File: config.mk
export PLATFORM = sky130hd
export DESIGN_NAME = s_term_wire_monitor
export DESIGN_NICKNAME = d
export VERILOG_FILES = /design/src/rtl/s_term_mon_pkg.sv /design/src/rtl/s_term_mon_word_sel.sv /design/src/rtl/s_term_wire_monitor.sv
export SDC_FILE = /design/constraint.sdc
export NUM_CORES = 1
export LEC_CHECK = 0
export BUFFER_PORTS_ARGS = -buffer_cell sky130_fd_sc_hd__buf_2
export CAP_MARGIN = 15
export CORE_MARGIN = 1
export CORE_UTILIZATION = 54
export DETAILED_ROUTE_END_ITERATION = 6
export PLACE_DENSITY = 0.8
export REMOVE_ABC_BUFFERS = 1
export SETUP_SLACK_MARGIN = 0.15
export SYNTH_ARGS = -nofsm -noshare
export SYNTH_HDL_FRONTEND = slang
export SYNTH_HIERARCHICAL = 1
export SYNTH_SLANG_ARGS = --single-unit
File: constraint.sdc
create_clock -name UserCLK -period 2.37 [get_ports UserCLK]
set_clock_uncertainty 0.15 [all_clocks]
set_input_delay 0 -clock UserCLK [delete_from_list [all_inputs] [get_ports UserCLK]]
set_output_delay 0 -clock UserCLK [all_outputs]
set_load 0.03 [all_outputs]
File: src/rtl/s_term_mon_pkg.sv
// Shared types and helpers for the south-terminal wire monitor.
// Optional timestamp words are enabled by STERM_MON_TIMESTAMP_EN.
package s_term_mon_pkg;

  typedef enum logic [1:0] {
    IDLE  = 2'd0,
    ARMED = 2'd1,
    DRAIN = 2'd2
  } mon_state_e;

  // Bit offsets of each wire group inside the packed s_wires bus.
  localparam int S1END_OFF  = 0;
  localparam int S2MID_OFF  = 4;
  localparam int S2END_OFF  = 12;
  localparam int S4END_OFF  = 20;
  localparam int SS4END_OFF = 36;

  localparam int TS_W = 16;

  function automatic int nwords(input int width, input int word_w);
    return (width + word_w - 1) / word_w;
  endfunction

  function automatic int ts_words(input int word_w);
    return (TS_W + word_w - 1) / word_w;
  endfunction

endpackage

File: src/rtl/s_term_mon_word_sel.sv
// Readout word mux: picks word i_idx out of the snapshot frame.
// Indices beyond the frame read as zero.
module s_term_mon_word_sel
  import s_term_mon_pkg::*;
#(
  parameter int WORD_W = 8,
  parameter int NW     = 7,
  parameter int IDX_W  = 3
) (
  input  logic [NW*WORD_W-1:0] i_frame,
  input  logic [IDX_W-1:0]     i_idx,
  output logic [WORD_W-1:0]    o_word
);

  always_comb begin
    o_word = '0;
    for (int k = 0; k < NW; k++) begin
      if (i_idx == IDX_W'(k)) begin
        o_word = i_frame[k*WORD_W +: WORD_W];
      end
    end
  end

endmodule

File: src/rtl/s_term_wire_monitor.sv
// One-shot snapshot capture of the south-arriving wire ENDs, drained as words.
// Define STERM_MON_TIMESTAMP_EN to append a 16-bit capture timestamp to the stream.
//
// Handshake: a word transfers on a UserCLK edge where rd_valid & rd_ready are both
// high; while rd_valid is high and rd_ready low, rd_data and rd_last hold stable,
// and rd_valid never drops before the word is taken (except on reset).
module s_term_wire_monitor
  import s_term_mon_pkg::*;
#(
  parameter int WIDTH  = 52,
  parameter int WORD_W = 8,
  parameter int MISS_W = 8
) (
  input  logic              UserCLK,
  input  logic              UserRSTn,
  input  logic [WIDTH-1:0]  s_wires,
  input  logic [WIDTH-1:0]  trig_mask,
  input  logic              ext_trig,
  input  logic              arm,
  output logic [WORD_W-1:0] rd_data,
  output logic              rd_valid,
  input  logic              rd_ready,
  output logic              rd_last,
  output logic              armed,
  output logic              busy,
  output logic [MISS_W-1:0] miss_cnt,
  output logic [1:0]        dbg_state
);

  localparam int NWORDS = nwords(WIDTH, WORD_W);
`ifdef STERM_MON_TIMESTAMP_EN
  localparam int PAD_W  = NWORDS * WORD_W;
  localparam int TOTAL  = NWORDS + ts_words(WORD_W);
`else
  localparam int TOTAL  = NWORDS;
`endif
  localparam int FRAME_W = TOTAL * WORD_W;
  localparam int IDX_W   = (TOTAL > 1) ? $clog2(TOTAL) : 1;
  localparam logic [IDX_W-1:0] LAST_IDX = IDX_W'(TOTAL - 1);

  mon_state_e         r_state;
  mon_state_e         w_next;
  logic [WIDTH-1:0]   r_prev;
  logic [WIDTH-1:0]   r_shadow;
  logic [IDX_W-1:0]   r_idx;
  logic [MISS_W-1:0]  r_miss;
  logic               w_chg;
  logic               w_trig;
  logic               w_capture;
  logic               w_accept;
  logic               w_last;
  logic               w_valid;
  logic [FRAME_W-1:0] w_frame;
  logic [WORD_W-1:0]  w_word;

  assign w_chg  = |((s_wires ^ r_prev) & trig_mask);
  assign w_trig = ext_trig | w_chg;
  assign w_last = (r_idx == LAST_IDX);

  always_ff @(posedge UserCLK) begin
    if (!UserRSTn) begin
      r_state <= IDLE;
    end else begin
      r_state <= w_next;
    end
  end

  always_comb begin
    w_next    = r_state;
    w_capture = 1'b0;
    w_accept  = 1'b0;
    case (r_state)
      IDLE: begin
        if (arm) begin
          w_next = ARMED;
        end
      end
      ARMED: begin
        if (w_trig) begin
          w_capture = 1'b1;
          w_next    = DRAIN;
        end
      end
      DRAIN: begin
        if (rd_ready) begin
          w_accept = 1'b1;
          if (w_last) begin
            w_next = IDLE;
          end
        end
      end
      default: w_next = IDLE;
    endcase
  end

  always_ff @(posedge UserCLK) begin
    if (!UserRSTn) begin
      r_prev   <= '0;
      r_shadow <= '0;
      r_idx    <= '0;
      r_miss   <= '0;
    end else begin
      r_prev <= s_wires;
      if (w_capture) begin
        r_shadow <= s_wires;
        r_idx    <= '0;
      end else if (w_accept) begin
        r_idx <= w_last ? '0 : r_idx + IDX_W'(1);
      end
      // Triggers that arrive while a snapshot is draining are lost; count them.
      if ((r_state == DRAIN) && w_trig && (r_miss != '1)) begin
        r_miss <= r_miss + MISS_W'(1);
      end
    end
  end

`ifdef STERM_MON_TIMESTAMP_EN
  logic [TS_W-1:0] r_ts;
  logic [TS_W-1:0] r_ts_cap;

  always_ff @(posedge UserCLK) begin
    if (!UserRSTn) begin
      r_ts     <= '0;
      r_ts_cap <= '0;
    end else begin
      r_ts <= r_ts + TS_W'(1);
      if (w_capture) begin
        r_ts_cap <= r_ts;
      end
    end
  end
`endif

  // Frame = zero-padded snapshot, followed (optionally) by the timestamp words.
  always_comb begin
    w_frame            = '0;
    w_frame[WIDTH-1:0] = r_shadow;
`ifdef STERM_MON_TIMESTAMP_EN
    w_frame[PAD_W +: TS_W] = r_ts_cap;
`endif
  end

  s_term_mon_word_sel #(
    .WORD_W (WORD_W),
    .NW     (TOTAL),
    .IDX_W  (IDX_W)
  ) u_word_sel (
    .i_frame (w_frame),
    .i_idx   (r_idx),
    .o_word  (w_word)
  );

  assign w_valid   = (r_state == DRAIN);
  assign rd_valid  = w_valid;
  assign rd_data   = w_valid ? w_word : '0;
  assign rd_last   = w_valid & w_last;
  assign armed     = (r_state == ARMED);
  assign busy      = w_valid;
  assign miss_cnt  = r_miss;
  assign dbg_state = r_state;

endmodule

* Yosys cells after proc, flatten, opt, wreduce, memory -nomap -nowiden
Cells that the tools add are included.
Word-level totals: register bits 117, input port bits 109, output and inout bits 22, logic and storage cells 50
Cells by class: eq/ne operators 13, bitwise operators 5, reduce and logical (&&, ||, !) cells 7, $add $sub $neg 2, mux-type cells 18
Operators by type and width (number):
- 2-to-1 mux 8 bit | 8
- bitwise AND 52 bit | 1
- OR reduction 52 bit | 1
- XOR 52 bit | 1
- equality test 3 bit (second input constant) | 3
- adder 8 x 1 -> 8 bit (second input constant) | 1
- 2-to-1 mux 2 bit | 4
- inequality test 8 bit (second input constant) | 1
- equality test 3 x 2 -> 1 bit (second input constant) | 2
- inequality test 2 bit (second input constant) | 3
- case mux 2 bit (3 select lines) | 1
- 2-to-1 mux 1 bit | 4
- AND reduction 4 bit | 1
- adder 3 x 1 -> 3 bit (second input constant) | 1
- equality test 3 x 1 -> 1 bit (second input constant) | 1
- logical NOT 3 bit | 1
- 2-to-1 mux 3 bit | 1
- equality test 2 x 1 -> 1 bit (second input constant) | 1
- equality test 2 bit (second input constant) | 1
- logical AND 1 bit | 2
- logical NOT 2 bit | 1
- inequality test 2 x 1 -> 1 bit (second input constant) | 1
- OR reduction 2 bit | 1
- bitwise AND 1 bit | 1
- other kinds (2) | 2

* Longest topological paths before layout
Gate-level depths: netlist of run 1.
depth in word-level cells 9, mapped depth 8, depth with buffers taken out 6

* Hierarchy
Netlist of run 1, hierarchy kept.
By module, submodules not included:
- s_term_wire_monitor | instances 1, seq. area each 2342.2 um^2, cells an instance 504, area each 4758.3 um^2
- s_term_mon_word_sel | instances 1, seq. area each 0.0 um^2, cells an instance 79, area each 664.4 um^2

* Worst setup path after synthesis of run 1
No wires, ideal clock.
path kind register to register, from register r_prev[9], to register r_state[1], in the netlist dbg_state[1], slack 0.200 ns, required time 2.105 ns, stages on the path, launching flop included 9, arrival 1.906 ns, library setup time 0.115 ns, buffers on the path 2, clock period less this slack 2.170 ns, path through dfxtp_1 > xor2_1 > a222oi_1 > nand3_1 > nor4_4 > a21boi_1 > buf_4 > buf_6 > o21a_1
On the way: word-level cells in the longest chain between the ends 6
RTL lines:
- start, declared | line s_term_wire_monitor.sv:43 | logic [WIDTH-1:0] r_prev;
- start signal, assigned | line s_term_wire_monitor.sv:103 | r_prev <= s_wires;
- XOR 52 bit | line s_term_wire_monitor.sv:56 | assign w_chg = |((s_wires ^ r_prev) & trig_mask);
- bitwise AND 52 bit | line s_term_wire_monitor.sv:56
- OR reduction 52 bit | line s_term_wire_monitor.sv:56
- OR 1 bit | line s_term_wire_monitor.sv:57 | assign w_trig = ext_trig | w_chg;
- inequality test 2 x 1 -> 1 bit (no line)
- AND reduction 4 bit (no line)
- end signal, assigned | line s_term_wire_monitor.sv:64 | r_state <= w_next;
- end, declared | line s_term_wire_monitor.sv:41 | mon_state_e r_state;
No other way between the ends. A chain may end at the register's enable or synchronous reset.

* Worst setup path in the final report of run 1
from register r_idx[1], to output port rd_data[4]
On the way: word-level cells in the longest chain between the ends 9, elaborated cells on any way between the ends 15, classes of those cells 6 x eq/ne; 8 x mux; 1 x reduce/logical
RTL lines:
- start, declared | line s_term_wire_monitor.sv:45 | logic [IDX_W-1:0] r_idx;
- start signal, assigned | line s_term_wire_monitor.sv:108 | r_idx <= w_last ? '0 : r_idx + IDX_W'(1);
- logical NOT 3 bit | line s_term_mon_word_sel.sv:18 | if (i_idx == IDX_W'(k)) begin
- 2-to-1 mux 8 bit (6 in a row) | line s_term_mon_word_sel.sv:18
- 2-to-1 mux 8 bit (*) | line s_term_mon_word_sel.sv:18
- net w_word[4] | line s_term_wire_monitor.sv:54 | logic [WORD_W-1:0] w_word;
- 2-to-1 mux 8 bit (*) | line s_term_wire_monitor.sv:155 | assign rd_data = w_valid ? w_word : '0;
- end, declared | line s_term_wire_monitor.sv:20 | output logic [WORD_W-1:0] rd_data,
Mark *: on every way through the listed nets, which the timed path passes. The rest lies on a longest branch.

==> results of run 1 <==
cell usage in the layout, fill, tap and decap left out, types with 9 or more instances in the layout:
cell type,instances
nor2_1,9
dlygate4sd3_1,88
buf_4,11
nand2_1,115
clkbuf_16,23
a21oi_1,16
buf_2,123
nand4_1,11
a22oi_1,24
mux2i_1,60
nand2b_1,16
inv_1,53
xor2_1,52
dfxtp_1,113
power by group:
| part | switching, uW | internal [uW] |
|---|---|---|
| Sequential | 78.1 | 2070 |
| Clock | 968 | 1500 |
| Combinational | 383 | 384 |
| Total | 1430 | 3950 |
synth_stat cells (9+ instances only):
library cell  count
dfxtp_1         117
nand2_1         116
mux2i_1          68
inv_1            53
xor2_1           53
a22oi_1          24
a21oi_1          16
nand2b_1         16
clkbuf_1         15
nand4_1          11
and2_1            9
nor2_1            9
registers in the layout, indices dropped and copies added (netlist names):
name	flops
r_idx	3
dbg_state	2
miss_cnt	8
r_shadow	52
r_prev	52
timing repair:
action | in CTS | in global routing
cloned | 1 | 8
pin swaps | 0 | 18
gates resized for setup | 19 | 44
endpoints found under the setup margin | 8 | 52
endpoints found under the hold margin | 109 | 0
hold buffers | 88 | 0
buffers inserted | 0 | 9
how the worst max path moves through the flow:
| stage | startpoint | endpoint | slack (ns) | cells after the start |
|---|---|---|---|---|
| floorplan | dbg_state[0]$_SDFFE_PN0P_ | r_idx[2]$_SDFFE_PP0P_ | -3.20 | 3 |
| global placement | r_prev[23]$_SDFF_PN0_ | r_shadow[2]$_SDFFE_PN0P_ | 0.28 | 7 |
| detailed placement | r_prev[15]$_SDFF_PN0_ | r_shadow[19]$_SDFFE_PN0P_ | 0.22 | 7 |
| CTS | r_prev[15]$_SDFF_PN0_ | r_shadow[19]$_SDFFE_PN0P_ | 0.15 | 7 |
| global route | r_prev[15]$_SDFF_PN0_ | r_shadow[17]$_SDFFE_PN0P_ | -0.03 | 9 |
| finish | r_idx[1]$_SDFFE_PP0P_ | rd_data[4] | 0.03 | 7 |
area by class of cell:
| class | count | area share, % |
|---|---|---|
| inverter | 54 | 2.51 |
| multi-input combinational | 389 | 35.1 |
| clock inverter | 11 | 1.24 |
| tap | 133 | 2.04 |
| sequential | 117 | 28.8 |
| clock buffer | 21 | 5.75 |
| timing repair buffer | 244 | 24.5 |
per-layer routing:
layer,part of all wire (%),up-vias
li1,-,2435
met1,36,2644
met2,48,431
met3,9.2,133
met4,7.1,0
met5,0,-
tightest hold or removal path, stage by stage:
cell           delay [ns]
dlygate4sd3_1        0.52
buf_2                0.11
nand2_1              0.07
inv_1                0.05
cell families (layout without fill, tap and decap cells):
logic type,count (synthesis),in the layout
other,1,8
buffers and inverters,85,330
multiplexers,76,76
flip-flops,117,117
adder cells (fa/ha/maj),1,1
AND/OR/NAND/NOR,177,177
XOR/XNOR,53,53
AO/OA/AOI/OAI,73,74
through the flow:
step           area, sq um  worst slack, ns  instances  TNS (ns)
2_1_floorplan         5250            -3.20        559   -178.87
3_3_place_gp          6180            0.284        831         0
3_5_place_dp          6180            0.224        831         0
4_1_cts               7730            0.151        952         0
5_1_grt               8160          -0.0320        969   -0.0970
6_report              8160           0.0288        969         0
==> metrics.txt, run 1 <==
status finished, final reports clean; hold crit path type in2reg; grt met2 use 57.2%; top cell type's share of synthesized area 43.2%; RSZ-0062 raised after global routing true; hold depth 4; vias in the first global route about 5200; Avg Inst Size Synth 9.30 sq um; sequential-to-total area share from yosys stat 43.2%; min-delay src s_wires[5]; Synth Area in Compound Gates ~11%; async set-or-reset flop fraction in the synthesized netlist 0%; Slew Limit Fails 0; pwr dens 659 nW/um^2; Syn-to-layout area delta 50.5%; fillcell total 452; final worst path period share 98.8%; number of max-cap violations 0; Ports ~130; Pwr Total 5380 uW; largest fanout on the critical path 6; WP buf/inv 2; wire per inst 20.8 microns; clock sinks 117; Synth Area in XOR/XNOR 8.56%; H-tree level count 4; CP peak stage delay 0.44 ns; Startpoint Class flop; Worst Setup End Kind output port; met3 usage approximately 7.4%; slew margin rel. between 50% and 60%; later-pin clock latency in the skew report 0.53 ns; Most Used Layer, Global Route met2; Reg2Reg Setup Slack roughly 0.04 ns; DRC 0; Multi-input gate area about 2900 sq um; R2R Path End r_shadow[32]$_SDFFE_PN0P_; r2r startpoint r_prev[9]$_SDFF_PN0_; Clock Tree Root clkbuf_8; Clock transition at path regs 0.06 ns; CTS tree yes; Synth Area in Adders less than 1%; Worst R2R Path Depth 9; pin count of the biggest net entering global routing 77; die height 102 microns; layout cells sized above 1 roughly 28%; final setup vio count 0; # port buffers 130; post-synthesis mux area share 14.2%; fmax 427 MHz; maximum vdd drop 0.630 mV; Detail Route Antenna Nets 0; 1st-iter DRT viols 547; cell taking the most area after synthesis dfxtp_1; final core utilization a little over four fifths; final WL 20.1 mm; first-pass GRT wire length 25.2 mm; gr usage total 32.4%; Min Clock Period, post-route ~2.3 ns; # diodes 0; Yosys reg bits 117; simple logic cell fraction of the synthesized area between 10% and 20%; Mapped Area around 5400 sq um; Slew @ Worst Pin around 0.6 ns; delay-heaviest family, CP flip-flops; Setup CP Type reg2out; CP Data Required Time ~2.2 ns; cts bufs inserted 17; maximum buffer depth of the clock tree 2; Final Net Count 933; DR pass1 iterations 5; main area contributors after synthesis dfxtp_1 43%, mux2i_1 13%, xor2_1 8.6%; Cells after Synth roughly 580; largest family of logic cells by synthesized area simple AND/OR/NAND/NOR gates; Critical-path top delay cell dfxtp_4; endpoints failing hold 0; DR vias 5643; starting density of the core 55.5%; GR Layer Usage met1 35.8%; Worst EP arrival 2.19 ns; routability cong. 0.810; number of synthesized flops with an enable pin 0; gr ovfl total 0; Core Box Area 9770 sq um; Post-DP HPWL between 9 and 10 mm; number of distinct library cells after synthesis 41; initial antenna violation count 0; Leak Pwr 0.00383 uW; hold_ws approximately 0.11 ns; DR vias/cell roughly 5.8; crit path cell chain buf_12 > mux2i_4 > o2bb2ai_2 > a221oi_2 > nor2_1 > and2_1 > buf_6; top_reg_cell synth dfxtp_1; Die Wd 102 microns; cell row count 36; Hold EP r_prev[5]$_SDFF_PN0_; register area 2350 sq um; die area 10400 sq um; synth warn 6
No activity file was read; power rests on OpenSTA's default activity.
==> run 2, diff against run 1 <==
--- a/config.mk
+++ b/config.mk
@@ -12,7 +12,7 @@
 export DETAILED_ROUTE_END_ITERATION = 6
 export PLACE_DENSITY = 0.8
 export REMOVE_ABC_BUFFERS = 1
-export SETUP_SLACK_MARGIN = 0.15
+export SETUP_SLACK_MARGIN = 0.4
 export SYNTH_ARGS = -nofsm -noshare
 export SYNTH_HDL_FRONTEND = slang
 export SYNTH_HIERARCHICAL = 1
==> run 2 against run 1 <==
  * The flow now finishes with violations (DRC, setup timing)
  * Sequential share of layout area about the same
  * Power about the same
  * Register-to-register slack worse by 0.26 ns
  * First-iteration DRC count up 35%
  * Non-clock buffer count unchanged
  * Routed wire length up 3.7%
==> metrics.txt, run 2 (synthesis results as in run 1) <==
status complete, but fails checks (was finished, final reports clean); failing checks DRC, setup timing; Critical-path top delay cell nor4_4 (was dfxtp_4); final worst path period share 109% (was 98.8%); Die Wd 102 microns (unchanged); CTS tree yes (unchanged); most common cell after layout, fill and taps aside buf_2 (unchanged); Core Box Area 9770 sq um (unchanged); maximum vdd drop 0.539 mV (was 0.630 mV); gr usage total 33.8% (was 32.4%); pwr dens 657 nW/um^2 (was 659 nW/um^2); Min Clock Period, post-route 2.59 ns (was 2.34 ns); RSZ-0062 raised after global routing true (unchanged); R2R Path End r_shadow[40]$_SDFFE_PN0P_ (was r_shadow[32]$_SDFFE_PN0P_); min-delay src s_wires[27] (was s_wires[5]); CP Data Required Time 2.61 ns (was 2.22 ns); clock sinks 117 (unchanged); most frequent cells in the layout 123 x buf_2, 116 x nand2_1, 113 x dfxtp_1 (was 123 x buf_2, 115 x nand2_1, 113 x dfxtp_1); DR pass1 iterations 7 (was 5); # port buffers 130 (unchanged); Final Net Count 933 (unchanged); hold crit path type in2reg (unchanged); Leak Pwr 0.00381 uW (was 0.00383 uW); register area 2350 sq um (about the same); fin cells 969 (unchanged); # diodes 0 (unchanged); first-pass GRT wire length 26.3 mm (was 25.2 mm); Setup CP Type reg2reg (was reg2out); final worst slack -0.221 ns (was 0.0288 ns); die area 10400 sq um (unchanged); largest fanout on the critical path 17 (was 6); pin count of the biggest net entering global routing 77 (unchanged); initial antenna violation count 0 (unchanged); layout cells sized above 1 29.4% (was 28.1%); dpl cells 831 (unchanged); crit path cell chain xor2_1 > a222oi_1 > nand3_1 > nor4_4 > a21boi_4 > buf_12 > mux2i_1 (was buf_12 > mux2i_4 > o2bb2ai_2 > a221oi_2 > nor2_1 > and2_1 > buf_6); Worst EP arrival 2.83 ns (was 2.19 ns); DR vias/cell 5.94 (was 5.82); cts bufs inserted 17 (unchanged); maximum buffer depth of the clock tree 2 (unchanged); Worst Setup End Kind flop (was output port); Post-DP HPWL 9.05 mm (unchanged); later-pin clock latency in the skew report 0.52 ns (was 0.53 ns); fmax 386 MHz (was 427 MHz); CP peak stage delay 0.44 ns (about the same); H-tree level count 4 (unchanged); setup TNS -2.44 ns (was 0 ns); DR vias 5760 (was 5643); hold depth 4 (unchanged); final WL 20.9 mm (was 20.1 mm); Clock transition at path regs 0.06 ns (about the same); delay-heaviest family, CP simple AND/OR/NAND/NOR gates (was flip-flops); wire per inst 21.5 microns (was 20.8 microns); starting density of the core 55.5% (unchanged); cell row count 36 (unchanged); final setup vio count 47 (was 0); Syn-to-layout area delta 50.9% (was 50.5%); Ports 131 (unchanged); slew margin rel. 60.7% (was 59.5%); DRC 11 (was 0); routability cong. 0.810 (unchanged); Reg2Reg Setup Slack -0.22 ns (was 0.04 ns); pre-CTS WS 0.224 ns (unchanged); fillcell total 452 (unchanged); endpoints failing hold 0 (unchanged); Startpoint Class flop (unchanged); Slew @ Worst Pin 0.590 ns (was 0.607 ns); die height 102 microns (unchanged); WP buf/inv 1 (was 2); Detail Route Antenna Nets 0 (unchanged); number of max-cap violations 0 (unchanged); r2r startpoint r_prev[9]$_SDFF_PN0_ (unchanged); vias in the first global route 5293 (was 5237); Multi-input gate area 2930 sq um (was 2870 sq um); Slew Limit Fails 0 (unchanged); Clock Tree Root clkbuf_8 (unchanged); 1st-iter DRT viols 740 (was 547); gr ovfl total 0 (unchanged); Hold EP r_prev[27]$_SDFF_PN0_ (was r_prev[5]$_SDFF_PN0_); Worst R2R Path Depth 7 (was 9); Pwr Total 5370 uW (was 5380 uW)
==> run 2: worst reg2reg max path, stage by stage (launching register included) <==
cell and delay, ns:
dfxtp_2 0.33, xor2_1 0.16, a222oi_1 0.41, nand3_1 0.23
nor4_4 0.44, a21boi_4 0.19, buf_12 0.21, mux2i_1 0.33
==> run 2: metrics by stage <==
stage               area, sq um  hold slack (ns)  util (%)
floorplan                  5250          -0.0389         -
global placement           6180           0.0867      63.2
detailed placement         6180           0.0840      63.2
CTS                        7910           0.0356      81.0
global route               8180            0.147      83.7
finish                     8180            0.118      83.7
==> run 2: area by class of cell <==
class / count / area share [%]
clock buffer: 21 / 5.73
clock inverter: 11 / 1.24
inverter: 54 / 2.55
multi-input combinational: 388 / 35.8
sequential: 117 / 28.8
tap: 133 / 2.03
timing repair buffer: 244 / 23.7
timing repair inverter: 1 / 0.0918
==> run 2: repair_timing <==
action | CTS | global route
buffers inserted | 8 | 7
cloned | 3 | 2
gates resized for setup | 40 | 42
endpoints found under the setup margin | 73 | 76
hold buffers | 86 | 0
hold endpoints to repair | 109 | 0
pin swaps | 5 | 13
==> run 2: power breakdown <==
| part | internal (uW) | switching, uW | leakage, uW |
|---|---|---|---|
| combinational | 374 | 401 | 0.00258 |
| sequential | 2070 | 77.7 | 0.000965 |
| clock | 1500 | 956 | 0.000272 |
==> run 2: layer usage <==
metal | share of wire (%) | GRT usage (%) | vias to the layer above
met5 | 0 | 0 | -
met4 | 8.1 | 18.2 | 0
met3 | 9.3 | 7.80 | 171
met2 | 47 | 59.7 | 474
met1 | 35 | 37.8 | 2678
li1 | - | - | 2437
==> run 2: worst max-delay path by stage <==
stage,from,to,slack [ns],cells past startpoint
detailed placement,r_prev[15]$_SDFF_PN0_,r_shadow[19]$_SDFFE_PN0P_,0.22,7
floorplan,dbg_state[0]$_SDFFE_PN0P_,r_idx[2]$_SDFFE_PP0P_,-3.20,3
global placement,r_prev[23]$_SDFF_PN0_,r_shadow[2]$_SDFFE_PN0P_,0.28,7
CTS,r_idx[1]$_SDFFE_PP0P_,rd_data[4],0.16,7
global route,r_prev[47]$_SDFF_PN0_,r_shadow[40]$_SDFFE_PN0P_,-0.24,7
finish,r_prev[9]$_SDFF_PN0_,r_shadow[40]$_SDFFE_PN0P_,-0.22,7
